==> config.mk <==
export PLATFORM = sky130hd
export DESIGN_NAME = fetch_queue
export DESIGN_NICKNAME = d
export VERILOG_FILES = /design/src/rtl/fetch_queue.sv
export SDC_FILE = /design/constraint.sdc
export NUM_CORES = 1
export LEC_CHECK = 0
export ABC_AREA = 1
export CORE_MARGIN = 5
export CORE_UTILIZATION = 55
export DETAILED_ROUTE_END_ITERATION = 7
export PLACE_DENSITY = 0.89
export SYNTH_ARGS = -nofsm -noshare
export SYNTH_HDL_FRONTEND = slang
export SYNTH_SLANG_ARGS = --single-unit
==> constraint.sdc <==
create_clock -name clk -period 6.3 [get_ports clk]
set_input_delay 1.26 -clock clk [delete_from_list [all_inputs] [get_ports clk]]
set_output_delay 1.26 -clock clk [all_outputs]
set_load 0.005 [all_outputs]
==> src/rtl/fetch_queue.sv <==
// -----------------------------------------------------------------------------
// fetch_queue
//   Instruction-fetch front end. Owns the fetch PC, issues requests to a
//   synchronous icache with one cycle of read latency, and buffers the
//   returned words together with their PCs in a DEPTH-entry FIFO. Decode can
//   drain the FIFO while the icache is stalled. A redirect from execute
//   flushes the FIFO, drops any stale in-flight response and restarts fetch.
//
//   Parameters
//     DEPTH        FIFO entries (power of 2, >= 2)
//     RESET_PC     first fetch address after reset
//
//   Ports
//     clk          rising-edge clock
//     reset        synchronous, active-high
//     icache_addr  fetch address, word aligned
//     icache_re    request issued this cycle
//     icache_dout  read data for the request accepted in the previous
//                  unstalled cycle
//     stall        memory stall: no request accepted, dout not valid
//     redirect     flush and restart fetch at redirect_pc
//     redirect_pc  new fetch PC (bits [1:0] ignored)
//     deq_valid    head entry valid
//     deq_ready    decode consumes the head when deq_valid is set
//     deq_instr    head instruction
//     deq_pc       head PC
//     count        valid entries held in the FIFO (excludes in-flight)
// -----------------------------------------------------------------------------
module fetch_queue #(
    parameter int          DEPTH    = 4,
    parameter logic [31:0] RESET_PC = 32'h0000_2000
) (
    input  logic                     clk,
    input  logic                     reset,
    output logic [31:0]              icache_addr,
    output logic                     icache_re,
    input  logic [31:0]              icache_dout,
    input  logic                     stall,
    input  logic                     redirect,
    input  logic [31:0]              redirect_pc,
    output logic                     deq_valid,
    input  logic                     deq_ready,
    output logic [31:0]              deq_instr,
    output logic [31:0]              deq_pc,
    output logic [$clog2(DEPTH):0]   count
);

    localparam int PW = $clog2(DEPTH);
    localparam int CW = PW + 1;
    localparam logic [CW:0]   DEPTH_OCC = (CW + 1)'(DEPTH);
    localparam logic [CW-1:0] DEPTH_CNT = CW'(DEPTH);

    logic [31:0]   fpc_p0;
    logic          vld_p0;
    logic          kill_p0;
    logic [31:0]   req_pc_p0;

    logic [PW-1:0] head;
    logic [PW-1:0] tail;
    logic [CW-1:0] count_q;
    logic [CW-1:0] count_nxt;

    logic [31:0]   instr_mem [DEPTH];
    logic [31:0]   pc_mem    [DEPTH];

    logic [31:0]   redirect_addr;
    logic [CW:0]   occ;
    logic          deq_fire;
    logic          enq;
    logic          issue;

    // ---- stage p0: request issue ---------------------------------------------
    // Credits count the in-flight word unless it is already marked for
    // discard, so an issue is never made without a FIFO slot to receive it.
    assign redirect_addr = {redirect_pc[31:2], 2'b00};
    assign deq_valid     = ~reset & (count_q != '0);
    assign deq_fire      = deq_valid & deq_ready & ~redirect;
    assign occ           = {1'b0, count_q} + {{CW{1'b0}}, vld_p0 & ~kill_p0};
    assign issue         = ~reset & ~stall & (redirect | (occ < DEPTH_OCC) | deq_fire);
    assign icache_addr   = redirect ? redirect_addr : fpc_p0;
    assign icache_re     = issue;

    // ---- stage p1: response capture into the FIFO ---------------------------
    assign enq = ~reset & ~stall & vld_p0 & ~kill_p0 & ~redirect;

    always_comb begin
        count_nxt = count_q;
        case ({enq, deq_fire})
            2'b10:   count_nxt = count_q + CW'(1);
            2'b01:   count_nxt = count_q - CW'(1);
            default: count_nxt = count_q;
        endcase
    end

    always_ff @(posedge clk) begin
        if (reset) begin
            fpc_p0  <= RESET_PC;
            vld_p0  <= 1'b0;
            kill_p0 <= 1'b0;
            count_q <= '0;
            head    <= '0;
            tail    <= '0;
        end else begin
            if (issue) begin
                fpc_p0  <= icache_addr + 32'd4;
                vld_p0  <= 1'b1;
                kill_p0 <= 1'b0;
            end else begin
                // A stalled redirect parks the new PC and poisons the
                // outstanding response; the next issue clears the poison.
                if (redirect) begin
                    fpc_p0  <= redirect_addr;
                    kill_p0 <= 1'b1;
                end
                if (!stall) begin
                    vld_p0 <= 1'b0;
                end
            end

            if (redirect) begin
                count_q <= '0;
                head    <= tail;
            end else begin
                count_q <= count_nxt;
                if (deq_fire) begin
                    head <= head + PW'(1);
                end
                if (enq) begin
                    tail <= tail + PW'(1);
                end
            end
        end
    end

    always_ff @(posedge clk) begin
        if (issue) begin
            req_pc_p0 <= icache_addr;
        end
        if (enq) begin
            instr_mem[tail] <= icache_dout;
            pc_mem[tail]    <= req_pc_p0;
        end
    end

    // ---- stage p2: FIFO head to decode --------------------------------------
    assign deq_instr = instr_mem[head];
    assign deq_pc    = pc_mem[head];
    assign count     = count_q;

    a_no_overflow : assert property (@(posedge clk) disable iff (reset)
        !(enq && !deq_fire && (count_q == DEPTH_CNT)));

endmodule
Yosys cells after proc, flatten, opt, wreduce, memory -nomap -nowiden --
Memory sizes are Yosys's and may differ from the RTL's. A register that Yosys moved wholly into a read port is not among the register bits. Cells that the tools add are included.
Word-level totals: flip-flop bits (word level) 73, memory bits (writable) 256, output and inout bits 101, memories kept 2
Memories:
- instr_mem | depth 4, bits a word 32, read ports 1, clocked after memory_dff 1, wr ports 1, line 63 | logic [31:0] instr_mem [DEPTH];
- pc_mem | depth 4, bits a word 32, read ports 1, clocked after memory_dff 1, wr ports 1, line 64 | logic [31:0] pc_mem [DEPTH];
Operators by class: add/sub/neg operators 6, order comparisons 1, equal/unequal tests 3, muxes and demuxes 13, bitwise operators 15, reductions and logical operators 6
Operator list (number):
- 2-to-1 mux 32 bit | 2
- adder 32 x 3 -> 32 bit (second input constant) | 1
- 2-to-1 mux 2 bit | 6
- bitwise AND 1 bit | 9
- one-hot mux 3 bit (2 select lines) | 1
- adder 2 x 1 -> 2 bit (second input constant) | 2
- adder 3 x 1 -> 4 bit | 1
- < comparator 4 x 3 -> 1 bit (second input constant) | 1
- 2-to-1 mux 1 bit | 4
- NOT 1 bit | 4
- nonzero test 2 bit | 2
- OR reduction 2 bit | 2
- adder 3 x 1 -> 3 bit (second input constant) | 1
- nonzero test 3 bit | 1
- subtractor 3 x 1 -> 3 bit (second input constant) | 1
- equality test 2 x 1 -> 1 bit (second input constant) | 1
- equality test 2 bit (second input constant) | 1
- inequality test 2 bit (second input constant) | 1
- bitwise OR 1 bit | 2
- AND reduction 2 bit | 1

Logic depth before layout (Yosys ltp) --
word-level depth 8, gate-level depth with buffers 13, gate-level depth less buffers 12

Worst setup path after synthesis --
Ideal clock, no wire load.
path type input to register, start input redirect, end memory instr_mem[0][0], enable pin, library setup time 0.487 ns, data arrival time 4.596 ns, required time 5.813 ns, path slack 1.217 ns, stages on the path 5, path buffers 2, path through buf_6 -> buf_4 -> nor2_1 -> nand3_1 -> nor2_1
On the way: longest elaborated chain between the ends 4
RTL lines:
- start: declaration | line 39 | input logic redirect,
- NOT 1 bit (no line)
- bitwise AND 1 bit | line 84 | assign enq = ~reset & ~stall & vld_p0 & ~kill_p0 & ~redirect;
- 2-to-1 mux 1 bit | line 139 | if (enq) begin
- 2-to-1 mux 1 bit (not written as such) | line 140 | instr_mem[tail] <= icache_dout;
- end: declaration | line 63
No other way between the ends.

Final worst setup path --
start input redirect, end output icache_addr[31]
On the way: longest elaborated chain between the ends 1
RTL lines:
- 2-to-1 mux 32 bit
- end: declaration | line 35 | output logic [31:0] icache_addr,
No other way between the ends.

==> flow_metrics.tcl <==
set metrics [dict create \
    rsz0062_at_grt "false" \
    p_sw_mw 0.9858 \
    avgViaCountPerCell 5.569 \
    synth_edf_count 288 \
    core_area_mm2 0.02347 \
    clk_pin_slew_worst_paths_ns 0.06 \
    postCtsSetupBuffers 0 \
    synth_top_area_share_pct 66.08 \
    yosysWarnings 0 \
    tns_ns 0 \
    grt_pass1_wl_um 45120 \
    diodes 0 \
    setup_viol 0 \
    crit_fanout 41 \
    gp_congestion 0.8393 \
    synth_nets 1178 \
    worstSetupStartpointType "input port" \
    drtPass1Iterations 5 \
    drv_cap 0 \
    p_clk_share_pct 42.9 \
    fmax_mhz 206.5 \
    drt-initial-drc-count 626 \
    hold_class "reg -> reg" \
    vias 8950 \
    insertion_delay_ns 0.51 \
    overflow 0 \
    die_area_mm2 0.02698 \
    p_per_area_mw_per_mm2 294.7 \
    max_stage_delay_ns 0.47 \
    ctsHoldBuffers 0 \
    dp_hpwl_um 16880 \
    die_width_um 164.3 \
    async_flop_share_pct 0 \
    critPathMostFrequentCell "clkdlybuf4s50_1" \
    combPwrFrac_pct 6.2 \
    max_slew_margin_pct 27.74 \
    drcViolationCount 0 \
    crit_slowest_cell "clkdlybuf4s50_1" \
    synth_cell_types 33 \
    wire_per_inst_um 17.78 \
    synth-seq-cells 331 \
    fin_crit_sh_pct 76.86 \
    pwr-share-seq_pct 50.9 \
    place_ws_ns 1.477 \
    crit_arrival_ns 3.58 \
    end_kind "output pin" \
    crit_chain "clkdlybuf4s50_1, buf_4, inv_2, or2_2, o21ai_0, inv_1, clkdlybuf4s50_1" \
    die_h_um 164.3 \
    swShare_pct 20.65 \
    hold_violations 0 \
    antenna_left 0 \
    grt_max_degree 68 \
    numCtsBuffers 34 \
    status "completed" \
    seq_area_frac_synth_pct 72.66 \
    antenna_found_initial 0 \
    cp_top_family "buffers and inverters" \
    instances_no_fill 1607 \
    grt_use_total_pct 21.17 \
    root_buffer "clkbuf_16" \
    synthCells 1102 \
    synthToLayoutAreaGrowth_pct 23.81 \
    cts_resized 0 \
    crit_type "in -> out" \
    p_leak_nw 5.680 \
    fin_skew_ns 0.02798 \
    grt_pass1_vias 8731 \
    fin_nets 1339 \
    rows 56 \
    synthFlopType "edfxtp_1" \
    fin_ws_ns 1.458 \
    synth.area.top_cells "edfxtp_1, dfxtp_1, nor2_1" \
    ctsLongestPathBuffers 3 \
    period_minus_slack_ns 4.842 \
    ir_drop_v 0.0001452 \
    dp_cells 1546 \
    wl_um 28580 \
    start_util_pct 55.76 \
    internal-power_mw 3.789 \
    mappedNetlistArea_mm2 0.01309 \
    slew_violations 0 \
    cp_num_buf_inv 5 \
    tightest_slew_ns 1.082 \
    layout-drive-gt1-share_pct 8.540 \
    avgSynthCellArea_um2 11.88 \
    htree_levels 2 \
    synth_top_cell_by_area "edfxtp_1" \
    fillers 1580 \
    cts_sinks 331 \
    crit_required_ns 5.04 \
    io_buffers 167 \
    cts_tree "built" \
    io_pins 170 \
]
cell families after synthesis:
family	Yosys count	share of synthesized area, %
and+or+nand+nor	419	13.35
DFF	331	72.66
AOI/OAI and AO/OA	228	9.407
buffers and inverters	114	3.661
adders and majority gates	7	0.7266
xor gates and xnor gates	3	0.2008
final timing paths:
kind                                                   end  slack, ns                  from  depth (start not counted)
worst max-delay path                       icache_addr[31]       1.46              redirect                          7
worst min-delay path                  fpc_p0[1]$_SDFF_PP0_       0.44  fpc_p0[1]$_SDFF_PP0_                          2
worst max register to register  instr_mem[3][19]$_DFFE_PP_       3.77  kill_p0$_SDFFE_PP0P_                          4
worst min register to register        fpc_p0[1]$_SDFF_PP0_       0.44  fpc_p0[1]$_SDFF_PP0_                          2
final cells by class:
class / count / area, um2 / share of cell area (%)
timing repair buffer: 179 / 1774 / 10.95
tap: 319 / 399.1 / 2.463
sequential: 331 / 9514 / 58.71
multi-input combinational: 657 / 3129 / 19.31
inverter: 60 / 229.0 / 1.413
clock buffer: 37 / 893.4 / 5.513
clock inverter: 24 / 265.3 / 1.637
power by group through the flow:
stage	Sequential, mW	Combinational [mW]	Clock (mW)
floorplan	2.47	0.131	0
global placement	2.47	0.287	0
detailed placement	2.48	0.294	0
CTS	2.43	0.297	2.08
global route	2.43	0.325	2.18
finish	2.43	0.297	2.05
worst register-to-register path, cell delays in order (launching register included):
cell	delay, ns
dfxtp_1	0.31
nor2_1	0.14
nand3_1	0.47
nor2_4	0.92
buf_12	0.35
placed cells by master (no fill, tap or decap), types with 6 or more instances in the layout:
cell and instances:
a21oi_1 14, buf_4 11, clkbuf_16 35, clkdlybuf4s50_1 167
clkinv_2 9, dfxtp_1 41, edfxtp_1 288, ha_1 6
inv_1 53, nand2_1 154, nand2_2 12, nand3_1 21
nand3_2 7, nand4_1 10, nor2_1 198, nor2_4 8
o21ai_0 142, o22ai_1 64
synthesized netlist by cell type, types with 6 or more instances:
cell,instances
nand4_1,10
nand3_1,21
nand3_2,7
ha_1,6
a21oi_1,14
dfxtp_1,43
nor2_1,202
inv_1,54
nand2_1,154
edfxtp_1,288
o21ai_0,142
clkbuf_1,42
o22ai_1,64
nand2_2,12
metrics by stage:
step           util, %  hold slack (ns)  power (mW)  cell area [um2]
2_1_floorplan        -           0.4167       2.600            13090
3_3_place_gp     64.10           0.4241       2.760            15050
3_5_place_dp     64.10           0.4379       2.770            15050
4_1_cts          69.04           0.4477       4.806            16200
5_1_grt          69.04           0.4746       4.932            16200
6_report         69.04           0.4422       4.775            16200
registers in the layout, indices dropped and copies added (netlist names), named ones only:
name       count
req_pc_p0     32
instr_mem    128
count          3
fpc_p0        32
vld_p0         1
tail           2
head           2
pc_mem       128
kill_p0        1
per-layer routing:
metal	track usage (%)	part of all wire [%]
met1	28.56	41
met2	34.75	48
met3	4.693	8.5
met4	6.443	2.3
met5	0	0
Power figures use the tool's default switching activity.
==> RTL edit 1 (config.mk and constraints unchanged) <==
`DEPTH`: 4 -> 8.
--- a/src/rtl/fetch_queue.sv
+++ b/src/rtl/fetch_queue.sv
@@ -28,5 +28,5 @@
 // -----------------------------------------------------------------------------
 module fetch_queue #(
-    parameter int          DEPTH    = 4,
+    parameter int          DEPTH    = 8,
     parameter logic [31:0] RESET_PC = 32'h0000_2000
 ) (
Ports: changed (resized count); port bits go from 170 to 171. The function was not compared with the original's and may differ.
==> RTL edit 1 against the original RTL <==
  * Synthesized cell count increased by 78%
  * Register-to-register slack got worse by 140 ps
  * Routed wire length is 87% higher
  * Die area grew 74%
  * Worst setup slack got worse by 220 ps
  * Hold slack got worse by 9.9 ps
  * Sequential cell count rose by 260
  * Sequential share of layout area grew 4.1 points
  * Count of clock-buffer cells in the layout increased by 27
  * Power rose by 69%
  * Combinational power grew 56%
  * Synthesized area is 80% higher
  * Final area grew 70%
  * Critical endpoint is now deq_pc[21]
  * Largest power group unchanged
  * Highest routed layer unchanged
==> RTL edit 1: results (changes against the original RTL) <==
post-detail-place hpwl = 28260 microns (was 16880 microns)
nets@finish = 2176 (was 1339)
Post-synth top cells = edfxtp_1 (544), nor2_1 (519), o21ai_0 (274) (was edfxtp_1 (288), nor2_1 (202), nand2_1 (154))
cts bufs inserted = 56 (was 34)
overall global routing resource usage = 22.11% (was 21.17%)
synth unique cells = 38 (was 33)
M3 GR Usage = 4.141% (was 4.693%)
Clk pwr share = 40.4% (was 42.9%)
layout cells sized above 1 = 7.319% (was 8.540%)
post-synthesis sequential area ratio = 73.45% (was 72.66%)
status = complete, no violations (unchanged)
met2 Track Usage GR = 37.30% (was 34.75%)
metal2 WL = 26380 microns (was 13770 microns)
biggest registers after layout = instr_mem (256), pc_mem (256) (was instr_mem (128), pc_mem (128))
first-pass GRT wire length = 82500 microns (was 45120 microns)
Worst path slowest cell = buf_4 (was clkdlybuf4s50_1)
Iteration-0 DRC Markers = 1497 (was 626)
Routed WL = 53310 microns (was 28580 microns)
LEAKAGE = 0.009291 uW (was 0.005680 uW)
Mapped Cells = 1964 (was 1102)
Net Sw Frac = 21.10% (was 20.65%)
total power draw = 8068 uW (was 4775 uW)
Port Buf Inserts = 168 (was 167)
met1 Use GR = 29.76% (was 28.56%)
Placed Cells = 2581 (was 1546)
Crit path largest cell delay = 820 ps (was 470 ps)
peak supply drop = 0.1878 mV (was 0.1452 mV)
## RTL edit 1: final cells by class
class,instances,area [sq um]
flip-flops and latches,591,17280
fillers,2815,14630
multi-input cells,1200,5577
repair buffers,191,1942
clock buffers,64,1453
well taps,539,674.4
clock inverters,39,341.6
inverters,60,237.7
## RTL edit 1: final timing paths
kind / start / endpoint / slack (ps) / depth (start not counted)
setup / recovery: flop / deq_pc[21] / 1240 / 6
hold / removal: fpc_p0[1] / fpc_p0[1] / 430 / 2
setup reg to reg: kill_p0 / instr_mem[3][31] / 3630 / 6
hold reg to reg: fpc_p0[1] / fpc_p0[1] / 430 / 2
## RTL edit 1: cell families after synthesis
family	count (synthesis)	synth area share (%)
xor gates and xnor gates	3	0.1117
DFF	591	73.45
and+or+nand+nor	758	12.83
adders and majority gates	7	0.4043
buffers and inverters	173	3.144
AOI/OAI and AO/OA	432	10.06
==> RTL edit 2 (config.mk and constraints unchanged) <==
Made on the original files. Reset style: asynchronous (`reset`), changed in one clocked block.
--- a/src/rtl/fetch_queue.sv
+++ b/src/rtl/fetch_queue.sv
@@ -93,5 +93,5 @@
     end
 
-    always_ff @(posedge clk) begin
+    always_ff @(posedge clk or posedge reset) begin
         if (reset) begin
             fpc_p0  <= RESET_PC;
Function: differs if reset is asserted again (counterexample within 4 cycles, from zero or initial values and one cycle with reset high); with reset held inactive, the same outputs for 4 cycles.
==> RTL edit 2 against the original RTL <==
  * Routed wire length grew 6.0%
  * Synthesized area increased by 2.5%
  * Synthesized cell count fell by 0.27%
  * Final cell count increased by 0.19%
  * Core utilization shrank 1.2 points
  * Clock skew fell by 14 ps
  * Hold slack gained 57 ps
  * Die area up 2.3%
  * Worst setup slack got worse by 250 ps
  * Sequential cell count fell by 2
  * Final area increased by 1.3%
  * Largest cell class unchanged
Power is not compared: it rests on default switching activity, and its combinational part moved more than twofold at a synthesized area within 25%.
==> RTL edit 2: results (changes against the original RTL) <==
nets@finish = 1336 (was 1339)
synth unique cells = 37 (was 33)
met3 wire len = 2304 microns (was 2417 microns)
Synth area leaders = edfxtp_1 (64%), dfrtp_1 (7.5%), o21ai_0 (5.1%) (was edfxtp_1 (66%), dfxtp_1 (6.6%), nor2_1 (5.8%))
critical path arrival = 3840 ps (was 3580 ps)
first-pass GRT wire length = 47990 microns (was 45120 microns)
asr flop ratio synth = 12.46% (was 0%)
overall global routing resource usage = 21.48% (was 21.17%)
Worst Skew = 14.17 ps (was 27.98 ps)
clk_lat worst skew = 560 ps (was 510 ps)
layout cells sized above 1 = 11.43% (was 8.540%)
largest net degree at the start of global routing = 73 (was 68)
first-pass iteration count of the detailed router = 7 (was 5)
Mapped Cells = 1099 (was 1102)
post-synthesis sequential area ratio = 72.14% (was 72.66%)
Placed Cells = 1552 (was 1546)
post-detail-place hpwl = 18160 microns (was 16880 microns)
CP Launch Type = flop (was input port)
DR WL/cell = 18.82 microns (was 17.78 microns)
routability cong. = 0.8486 (was 0.8393)
DR vias/cell = 5.580 (was 5.569)
H-tree levels = 1 (was 2)
Placement Cell Area = 15390 sq um (was 15050 sq um)
cts bufs inserted = 31 (was 34)
hold depth = 0 (was 2)
crit path capture = deq_pc[15] (was icache_addr[31])
Max Fclk = 196.2 MHz (was 206.5 MHz)
vias in the first global route = 8989 (was 8731)
status = complete, no violations (unchanged)
Post-synth top cells = edfxtp_1 (288), nand2_1 (171), nor2_1 (165) (was edfxtp_1 (288), nor2_1 (202), nand2_1 (154))
met1 Use GR = 28.52% (was 28.56%)
Iteration-0 DRC Markers = 846 (was 626)
[RTL edit 2: cell types whose count changed in the layout (fill, tap and decap cells not counted), moves of 8 or more]
cell | unedited run | this run
dfrtp_1 | 0 | 38
xor2_1 | 2 | 14
inv_1 | 53 | 41
a21oi_1 | 14 | 2
nand2_2 | 12 | 38
nand2_1 | 154 | 171
nor2_1 | 198 | 161
dfxtp_1 | 41 | 0
nor2_2 | 4 | 12
[RTL edit 2: area by class of cell]
| class | instances | area, sq um |
|---|---|---|
| Fill cell | 1601 | 7769 |
| Inverter | 48 | 181.4 |
| Clock buffer | 34 | 787.0 |
| Multi-Input combinational cell | 668 | 3323 |
| Tap cell | 324 | 405.4 |
| Clock inverter | 24 | 226.5 |
| Timing Repair Buffer | 183 | 1804 |
| Sequential cell | 329 | 9681 |
[RTL edit 2: cells by family (layout without fill, tap and decap cells)]
kind of cell,after synthesis,in the layout,synth area share [%]
and+or+nand+nor,433,433,14.18
AOI/OAI and AO/OA,212,212,8.647
adders and majority gates,6,6,0.6157
DFF,329,329,72.14
buffers and inverters,102,289,3.312
xor gates and xnor gates,17,17,1.110
[RTL edit 2: critical path, cell delays in order (launching register included)]
cell             delay [ps]
dfrtp_4                 880
clkinv_2                910
buf_12                  490
o21ai_0                 260
o22ai_1                 140
clkdlybuf4s50_1         490
[RTL edit 2: how the worst min path moves through the flow]
stage | slack (ps) | from | endpoint
6_report | 500 | req_pc_p0[6] | pc_mem[0][6]
5_1_grt | 520 | req_pc_p0[6] | pc_mem[2][6]
4_1_cts | 500 | req_pc_p0[6] | pc_mem[2][6]
3_5_place_dp | 480 | req_pc_p0[20] | pc_mem[0][20]
3_3_place_gp | 460 | req_pc_p0[1] | pc_mem[0][1]
2_1_floorplan | 460 | req_pc_p0[0] | pc_mem[0][0]
